===== src/rtl/seg_scan_decoder.sv =====
// seg_scan_decoder
//   Receive-side monitor for a multiplexed, active-low 7-segment display bus.
//   Each {anode, cathode} sample is registered. A pattern is captured once it
//   has been present on STABLE_CYCLES+1 consecutive edges, decoded to a 4-bit
//   code, and stored in a per-slot shadow. When every slot has been seen, the
//   shadows are published together so a partial frame is never visible.
// Ports:
//   clk, rst_n   clock, asynchronous active-low reset
//   anode        [NUM_DIGITS] active-low slot enables (bit i = slot i)
//   cathode      [7] active-low segments, bit6..bit0 = g..a
//   digits       [4*NUM_DIGITS] published codes, slot i at [4i+3:4i]
//   digit_err    [NUM_DIGITS] published illegal-pattern flags
//   frame_valid  one-cycle pulse on the cycle digits/digit_err update
//   frame_ready  sticky, high once any frame has been published

// One display slot: shadow entry written on capture, copied out on publish.
module seg_scan_slot (
  input  logic       clk,
  input  logic       rst_n,
  input  logic       i_wr,
  input  logic [3:0] i_code,
  input  logic       i_err,
  input  logic       i_pub,
  output logic [3:0] o_code,
  output logic       o_err
);
  logic [3:0] r_sh_code;
  logic       r_sh_err;

  always_ff @(posedge clk or negedge rst_n) begin
    if (!rst_n) begin
      r_sh_code <= '0;
      r_sh_err  <= 1'b0;
      o_code    <= '0;
      o_err     <= 1'b0;
    end else begin
      // Latest capture wins; shadow is kept across publishes.
      if (i_wr) begin
        r_sh_code <= i_code;
        r_sh_err  <= i_err;
      end
      if (i_pub) begin
        o_code <= r_sh_code;
        o_err  <= r_sh_err;
      end
    end
  end
endmodule

module seg_scan_decoder #(
  parameter int NUM_DIGITS    = 4,
  parameter int STABLE_CYCLES = 4
) (
  input  logic                    clk,
  input  logic                    rst_n,
  input  logic [NUM_DIGITS-1:0]   anode,
  input  logic [6:0]              cathode,
  output logic [4*NUM_DIGITS-1:0] digits,
  output logic [NUM_DIGITS-1:0]   digit_err,
  output logic                    frame_valid,
  output logic                    frame_ready
);
  localparam int SW = NUM_DIGITS + 7;
  localparam int CW = $clog2(STABLE_CYCLES + 1);

  typedef enum logic [1:0] {IDLE, SETTLE, CAPTURED} state_t;

  state_t                          r_state, w_nstate;
  logic [SW-1:0]                   r_smp;
  logic [CW-1:0]                   r_cnt, w_ncnt;
  logic [NUM_DIGITS-1:0]           r_seen;
  logic                            r_fv, r_rdy;

  logic [SW-1:0]                   w_in;
  logic                            w_same, w_legal, w_cap, w_pub;
  logic [NUM_DIGITS-1:0]           w_en, w_cap_mask;
  logic [3:0]                      w_code;
  logic                            w_err;
  logic [NUM_DIGITS-1:0][3:0]      w_dig;

  assign w_in   = {anode, cathode};
  assign w_same = (w_in == r_smp);
  // Legal slot: exactly one anode low.
  assign w_en    = ~anode;
  assign w_legal = (w_en != '0) && ((w_en & (w_en - 1'b1)) == '0);

  always_comb begin
    w_nstate = r_state;
    w_ncnt   = r_cnt;
    w_cap    = 1'b0;
    case (r_state)
      IDLE: begin
        w_ncnt = '0;
        if (w_legal) w_nstate = SETTLE;
      end
      SETTLE: begin
        if (!w_same) begin
          w_ncnt   = '0;
          w_nstate = w_legal ? SETTLE : IDLE;
        end else if (r_cnt == CW'(STABLE_CYCLES - 1)) begin
          // Counter reaches STABLE_CYCLES on this edge: capture now.
          w_cap    = 1'b1;
          w_ncnt   = '0;
          w_nstate = CAPTURED;
        end else begin
          w_ncnt = r_cnt + CW'(1);
        end
      end
      CAPTURED: begin
        if (!w_same) begin
          w_ncnt   = '0;
          w_nstate = w_legal ? SETTLE : IDLE;
        end
      end
      default: begin
        w_ncnt   = '0;
        w_nstate = IDLE;
      end
    endcase
  end

  // Capture only happens when the incoming sample equals r_smp, so decoding
  // the registered copy is equivalent.
  always_comb begin
    w_err  = 1'b0;
    w_code = 4'd0;
    case (r_smp[6:0])
      7'b1000000: w_code = 4'd0;
      7'b1111001: w_code = 4'd1;
      7'b0100100: w_code = 4'd2;
      7'b0110000: w_code = 4'd3;
      7'b0011001: w_code = 4'd4;
      7'b0010010: w_code = 4'd5;
      7'b0000010: w_code = 4'd6;
      7'b1111000: w_code = 4'd7;
      7'b0000000: w_code = 4'd8;
      7'b0010000: w_code = 4'd9;
      7'b0111111: w_code = 4'd15;
      7'b1111111: w_code = 4'd14;
      default:    w_err  = 1'b1;
    endcase
  end

  // Sampled anode is one-hot-low whenever a capture fires.
  assign w_cap_mask = w_cap ? ~r_smp[SW-1:7] : '0;
  assign w_pub      = &r_seen;

  always_ff @(posedge clk or negedge rst_n) begin
    if (!rst_n) begin
      r_state <= IDLE;
      r_smp   <= '1;
      r_cnt   <= '0;
      r_seen  <= '0;
      r_fv    <= 1'b0;
      r_rdy   <= 1'b0;
    end else begin
      r_state <= w_nstate;
      r_smp   <= w_in;
      r_cnt   <= w_ncnt;
      // Clear on publish first, so a coincident capture counts toward the
      // next frame.
      r_seen  <= (w_pub ? '0 : r_seen) | w_cap_mask;
      r_fv    <= w_pub;
      r_rdy   <= r_rdy | w_pub;
    end
  end

  for (genvar g = 0; g < NUM_DIGITS; g++) begin : g_slot
    seg_scan_slot u_slot (
      .clk    (clk),
      .rst_n  (rst_n),
      .i_wr   (w_cap_mask[g]),
      .i_code (w_code),
      .i_err  (w_err),
      .i_pub  (w_pub),
      .o_code (w_dig[g]),
      .o_err  (digit_err[g])
    );
  end

  assign digits      = w_dig;
  assign frame_valid = r_fv;
  assign frame_ready = r_rdy;
endmodule


===== config.mk =====
export PLATFORM = sky130hd
export DESIGN_NAME = seg_scan_decoder
export DESIGN_NICKNAME = d
export VERILOG_FILES = /design/src/rtl/seg_scan_decoder.sv
export SDC_FILE = /design/constraint.sdc
export NUM_CORES = 1
export LEC_CHECK = 0
export ABC_CLOCK_PERIOD_IN_PS = 6350
export CAP_MARGIN = 25
export CORE_UTILIZATION = 40
export DETAILED_ROUTE_END_ITERATION = 8
export GPL_ROUTABILITY_DRIVEN = 0
export GPL_TIMING_DRIVEN = 0
export MAX_ROUTING_LAYER = met4
export SKIP_CTS_REPAIR_TIMING = 1
export SLEW_MARGIN = 20
export SYNTH_ARGS = -nofsm -noshare
export SYNTH_HDL_FRONTEND = slang
export SYNTH_HIERARCHICAL = 1
export SYNTH_SLANG_ARGS = --single-unit

===== constraint.sdc =====
create_clock -name clk -period 6.35 [get_ports clk]
set_clock_uncertainty 0.05 [all_clocks]
set_input_delay 1.27 -clock clk [delete_from_list [all_inputs] [get_ports clk]]
set_output_delay 1.27 -clock clk [all_outputs]
set_load 0.03 [all_outputs]

# Word level (Yosys, flattened, before mapping)
# Cells that the tools add are included.
# Widths: inputs -> output; s select.
word_totals:
  word_cells: 72
  register_bits: 62
  out_inout_bits: 22
op_classes:
  muxes: 17
  reduce_logical: 8
  addsub: 2
  eq_ne: 18
  bitwise_logic: 5
op_table:
  columns: ["cell", "count"]
  rows:
  - ["$pmux 4 s11", 1]
  - ["$eq 7x7->1 const B", 4]
  - ["$eq 7x5->1 const B", 3]
  - ["$eq 7x6->1 const B", 3]
  - ["$reduce_or 12->1", 1]
  - ["$eq 11x11->1", 1]
  - ["$mux 3", 3]
  - ["$mux 2", 4]
  - ["$mux 4", 2]
  - ["$not 4->4", 2]
  - ["$eq 7x2->1 const B", 1]
  - ["$logic_not 7->1", 1]
  - ["$pmux 2 s3", 1]
  - ["$pmux 3 s2", 1]
  - ["$mux 1", 5]
  - ["$and 4x4->4", 1]
  - ["$logic_not 4->1", 1]
  - ["$ne 2x2->1 const B", 2]
  - ["$or 4x4->4", 1]
  - ["$reduce_and 4->1", 1]
  - ["$reduce_bool 4->1", 1]
  - ["$sub 4x1->4 const B", 1]
  - ["$add 3x1->3 const B", 1]
  - ["$eq 3x2->1 const B", 1]
  - ["other kinds (7)", 7]

# Longest topological paths before layout
# Gate-level depths: netlist (run 1).
depth:
  word_depth: 8
  mapped_depth: 7
  depth_no_buf: 6

# By module
# Netlist (run 1), hierarchy kept.
modules_own_cells:
  columns: ["mod", "n_inst", "cells_per_inst", "area_per_inst_um2", "seq_area_each_um2"]
  rows:
  - ["seg_scan_slot", 4, 20, 362.8, 250.2]
  - ["seg_scan_decoder", 1, 114, 1151.1, 564.3]

# Worst setup path before layout (run 1)
# Ideal clock, no wire load.
synth_timing:
  kind: "input-to-reg"
  start: "input port cathode[2]"
  end: "register g_slot[0].u_slot.r_sh_code[0]"
  setup_ns: 0.125
  t_required_ns: 6.175
  path_slack_ns: 3.457
  t_arrival_ns: 2.718
  cell_stages: 6
  path_cell_list: "xor2_2 > nor4_2 > nand3_2 > nand3b_4 > nor2_1 > mux2_2"
synth_between:
  elab_chain_len: 4
synth_lines:
  columns: ["element", "line", "source"]
  rows:
  - ["start, declared", "57", "input logic [6:0] cathode,"]
  - ["$eq 11x11->1", "82", "assign w_same = (w_in == r_smp);"]
  - ["$mux 1", "97", "if (!w_same) begin"]
  - ["$mux 1", "91", "case (r_state)"]
  - ["$mux 4", "145", "assign w_cap_mask = w_cap ? ~r_smp[SW-1:7] : '0;"]
  - ["via w_cap_mask[0]", "76", "logic [NUM_DIGITS-1:0] w_en, w_cap_mask;"]
  - ["end signal, assigned", "39", "r_sh_code <= i_code;"]
  - ["end, declared", "27", "logic [3:0] r_sh_code;"]
# The timed path passes the listed nets, and every way through them passes these cells.
# A chain may end at the register's enable or synchronous reset.

# Final worst setup path (run 1)
layout_timing:
  start: "input port anode[3]"
  end: "register g_slot[2].u_slot.r_sh_code[1]"
layout_between:
  elab_chain_len: 4
layout_lines:
  columns: ["element", "line", "source"]
  rows:
  - ["start, declared", "56", "input logic [NUM_DIGITS-1:0] anode,"]
  - ["$eq 11x11->1", "82", null]
  - ["$mux 1", "97", null]
  - ["$mux 1", "91", null]
  - ["$mux 4", "145", null]
  - ["via w_cap_mask[2]", "76", null]
  - ["end signal, assigned", "39", null]
  - ["end, declared", "27", null]
# The timed path passes the listed nets, and every way through them passes these cells.

==> results of run 1 <==
-- worst max-delay path, stage by stage --
cell and delay (ps):
clkdlybuf4s50_1 520, xor2_1 210, nor4_2 300, nand3_2 210, nand3b_4 250, nor2_1 520
mux2_2 400
-- power by group through the flow --
stage | registers, mW | logic [mW] | clock network (mW)
2_1_floorplan | 0.412 | 0.0201 | 0
3_3_place_gp | 0.412 | 0.0419 | 0
3_5_place_dp | 0.412 | 0.0438 | 0
4_1_cts | 0.405 | 0.0441 | 0.345
5_1_grt | 0.406 | 0.0484 | 0.368
6_report | 0.405 | 0.0430 | 0.334
-- metrics by stage --
stage,instances,util
after detailed placement,306,0.4841
after CTS,322,0.5141
after global placement,305,0.4814
after global routing,322,0.5141
after floorplan,194,-
final,322,0.5141
-- routing by layer --
layer,up-vias,global-route usage
li1,774,-
met1,776,0.2111
met2,30,0.2320
met3,2,0.06264
met4,0,0.06724
met5,-,-
-- cell type report --
| type | instances | area (um^2) | area share |
|---|---|---|---|
| Inverter | 5 | 18.77 | 0.005783 |
| Buffer | 5 | 33.78 | 0.01041 |
| Sequential cell | 62 | 1565 | 0.4823 |
| Tap cell | 77 | 96.34 | 0.02968 |
| Clock buffer | 10 | 127.6 | 0.03932 |
| Clock inverter | 6 | 61.31 | 0.01889 |
| Multi-Input combinational cell | 122 | 984.7 | 0.3034 |
| Timing Repair Buffer | 35 | 357.8 | 0.1103 |
-- registers in the layout (all words and copies together) (netlist names) --
register	flops
r_seen	4
frame_valid	1
r_smp	11
g_slot.u_slot/r_sh_err	4
g_slot.u_slot/o_err	4
r_state	2
frame_ready	1
g_slot.u_slot/o_code	16
r_cnt	3
g_slot.u_slot/r_sh_code	16
-- synth_stat cells (2+ instances only) --
| cell type | instances |
|---|---|
| o21ai_0 | 10 |
| buf_6 | 2 |
| nor3_1 | 3 |
| inv_1 | 5 |
| clkbuf_1 | 3 |
| nand3b_1 | 3 |
| a21oi_1 | 4 |
| mux2_2 | 40 |
| nand2_1 | 10 |
| dfstp_2 | 11 |
| nand2b_1 | 2 |
| nor2_1 | 14 |
| nand3_1 | 3 |
| xor2_1 | 11 |
| nor4_2 | 2 |
| dfrtp_1 | 51 |
-- kinds of logic (layout without fill, tap and decap cells) --
| logic type | after synthesis | after routing | share of synthesized area |
|---|---|---|---|
| AOI/OAI and AO/OA | 22 | 22 | 0.05097 |
| xor gates and xnor gates | 13 | 13 | 0.04664 |
| and+or+nand+nor | 44 | 44 | 0.09471 |
| buffers and inverters | 10 | 61 | 0.02019 |
| DFF | 62 | 62 | 0.6014 |
| muxes | 41 | 41 | 0.1769 |
| adders and majority gates | 2 | 2 | 0.009134 |
-- worst paths after layout --
check	from	to	slack [ps]	depth (start not counted)
hold reg to reg	frame_ready$_DFF_PN0_	frame_ready$_DFF_PN0_	420	1
setup / recovery	anode[3]	g_slot[2].u_slot/r_sh_code[1]$_DFFE_PN0P_	2830	7
max in group asynchronous	rst_n	r_smp[1]$_DFF_PN1_	4870	2
min in group asynchronous	rst_n	g_slot[2].u_slot/r_sh_code[1]$_DFFE_PN0P_	800	1
setup reg to reg	r_smp[4]$_DFF_PN1_	g_slot[2].u_slot/r_sh_code[1]$_DFFE_PN0P_	3640	7
hold / removal	frame_ready$_DFF_PN0_	frame_ready$_DFF_PN0_	420	1
==> impl_metrics.py, run 1 <==
metrics = {
    "status": {
        "run_status": "finished clean",
    },
    "floorplan": {
        "dieArea_um2": 6833,
        "core_um2": 6314,
        "start_util": 0.4122,
        "die_x_um": 82.66,
        "fp.dieH_um": 82.66,
        "num_io_pins": 35,
        "rows": 29,
    },
    "routing": {
        "drc": 0,
        "drt-initial-drc-count": 74,
        "wl_per_cell_um": 14.41,
        "wl_met3_um": 167,
        "num_vias": 1582,
        "via_per_inst": 4.913,
        "top_layer": "met4",
        "drt_wl_total_mm": 4.639,
        "ant_nets": 0,
        "first_pass_iters": 4,
        "met2WireLength_mm": 2.194,
        "wl_met1_mm": 2.249,
    },
    "pwr": {
        "power_uw": 782.1,
        "p_sw_frac": 0.2326,
        "comb_power_share": 0.055,
        "power.switching_uw": 182.0,
        "p_seq_frac": 0.518,
        "pwr-share-clk": 0.427,
        "peakVddDrop_v": 0.0001202,
        "internal-power_uw": 600.2,
        "p_per_area_nw_per_um2": 241.0,
        "leakagePower_nw": 1.507,
    },
    "critical_path": {
        "cp-start-kind": "primary input",
        "cp_max_fo": 8,
        "critPathArrivalTime_ps": 3690,
        "end_kind": "register",
        "crit_type": "in -> reg",
        "crit_required_ps": 6520,
    },
    "clock_network": {
        "root_buffer": "clkbuf_8",
        "clk_latency_ps": 330,
        "cts_made_buffers": 9,
        "cts_sinks": 62,
        "htreeDepth": 3,
        "clockBufferDepth": 2,
        "path_clk_slew_ps": 70,
        "cts_tree": "yes",
    },
    "final_layout": {
        "layout.cells.most_common_list": "dfrtp_1 (51), mux2_2 (40), clkdlybuf4s50_1 (33)",
        "area_growth_pct": 24.71,
        "final_nets": 254,
        "fillers": 557,
        "antenna_cells": 0,
        "final_area_um2": 3246,
        "layout_commonest_cell": "dfrtp_1",
        "drive_gt1_frac": 0.3102,
    },
    "timing": {
        "fin_tns_setup_ps": 0,
        "final_hold_viol_count": 0,
        "max_freq_mhz": 284.2,
        "holdWs_ps": 423.1,
        "rsz0062_at_grt": "false",
        "tightestPinTransition_ps": 828.9,
        "relSlewSlack": 0.4468,
        "slew_violations": 0,
        "layout_setup_ws_ps": 2831,
        "min_period_ps": 3519,
        "period_share": 0.5541,
        "setup_viol_count_final": 0,
    },
    "yosys": {
        "synth_seq_cells": 62,
        "synth_area_um2": 2602,
        "synth_warnings": 6,
        "synth_top_area_cell": "dfrtp_1",
        "synth_edf_count": 0,
        "synthTopCellsByArea": "dfrtp_1 (49%), mux2_2 (17%), dfstp_2 (11%)",
        "avgSynthCellArea_um2": 13.41,
        "seq_area_frac_synth": 0.6014,
        "syn_inst": 194,
        "synth_ff_type": "dfrtp_1",
        "synth.distinct_cells": 36,
        "synth_nets": 208,
        "yosys.area.top_type_share": 0.4904,
        "async_flop_share": 1.000,
    },
    "grt": {
        "grt_max_degree": 36,
        "grt_remaining_overflow": 0,
        "antenna_found_initial": 0,
        "grt_pass1_vias": 1564,
        "grt_pass1_wl_mm": 7.590,
        "gr-usage-all-layers": 0.1644,
    },
    "placement": {
        "place_area_um2": 3057,
        "preCtsSetupSlack_ps": 2460,
        "hpwl_mm": 3.187,
        "port_buffers": 34,
    },
    "worst_hold_path": {
        "hp-class": "reg -> reg",
    },
    "flow_run": {
        "drv_cap": 0,
    },
}
(Power assumes the default switching activity.)
==> inputs of run 2 (changes only) <==
- ABC_CLOCK_PERIOD_IN_PS: 6350 -> 3600
- clock period: 6.35 -> 3.6 ns (I/O delays scaled with it)
==> results of run 2 <==
The final DEF is identical to that of run 1. Status: finished clean.
Main changes from that run: setup slack after placement 2460 ps -> 259.7 ps; setup slack after layout 2831 ps -> 631.5 ps; hold slack 423.1 ps -> 254.5 ps; register-to-register setup slack 3640 ps -> 890 ps; total power 0.7821 mW -> 1.380 mW; worst IR drop on VDD 0.0001202 V -> 0.0002120 V
==> inputs of run 3 (changes only) <==
- ABC_CLOCK_PERIOD_IN_PS: 3600 -> 3050
- clock period: 3.6 -> 3.05 ns (I/O delays scaled with it)
==> results of run 3 <==
The final DEF is identical to that of run 1. Status: finished clean.
Main changes from that run: setup slack after placement 2460 ps -> -180.3 ps; setup slack after layout 2831 ps -> 191.5 ps; hold slack 423.1 ps -> 144.5 ps; register-to-register setup slack 3640 ps -> 340 ps; total power 0.7821 mW -> 1.628 mW; worst IR drop on VDD 0.0001202 V -> 0.0002502 V
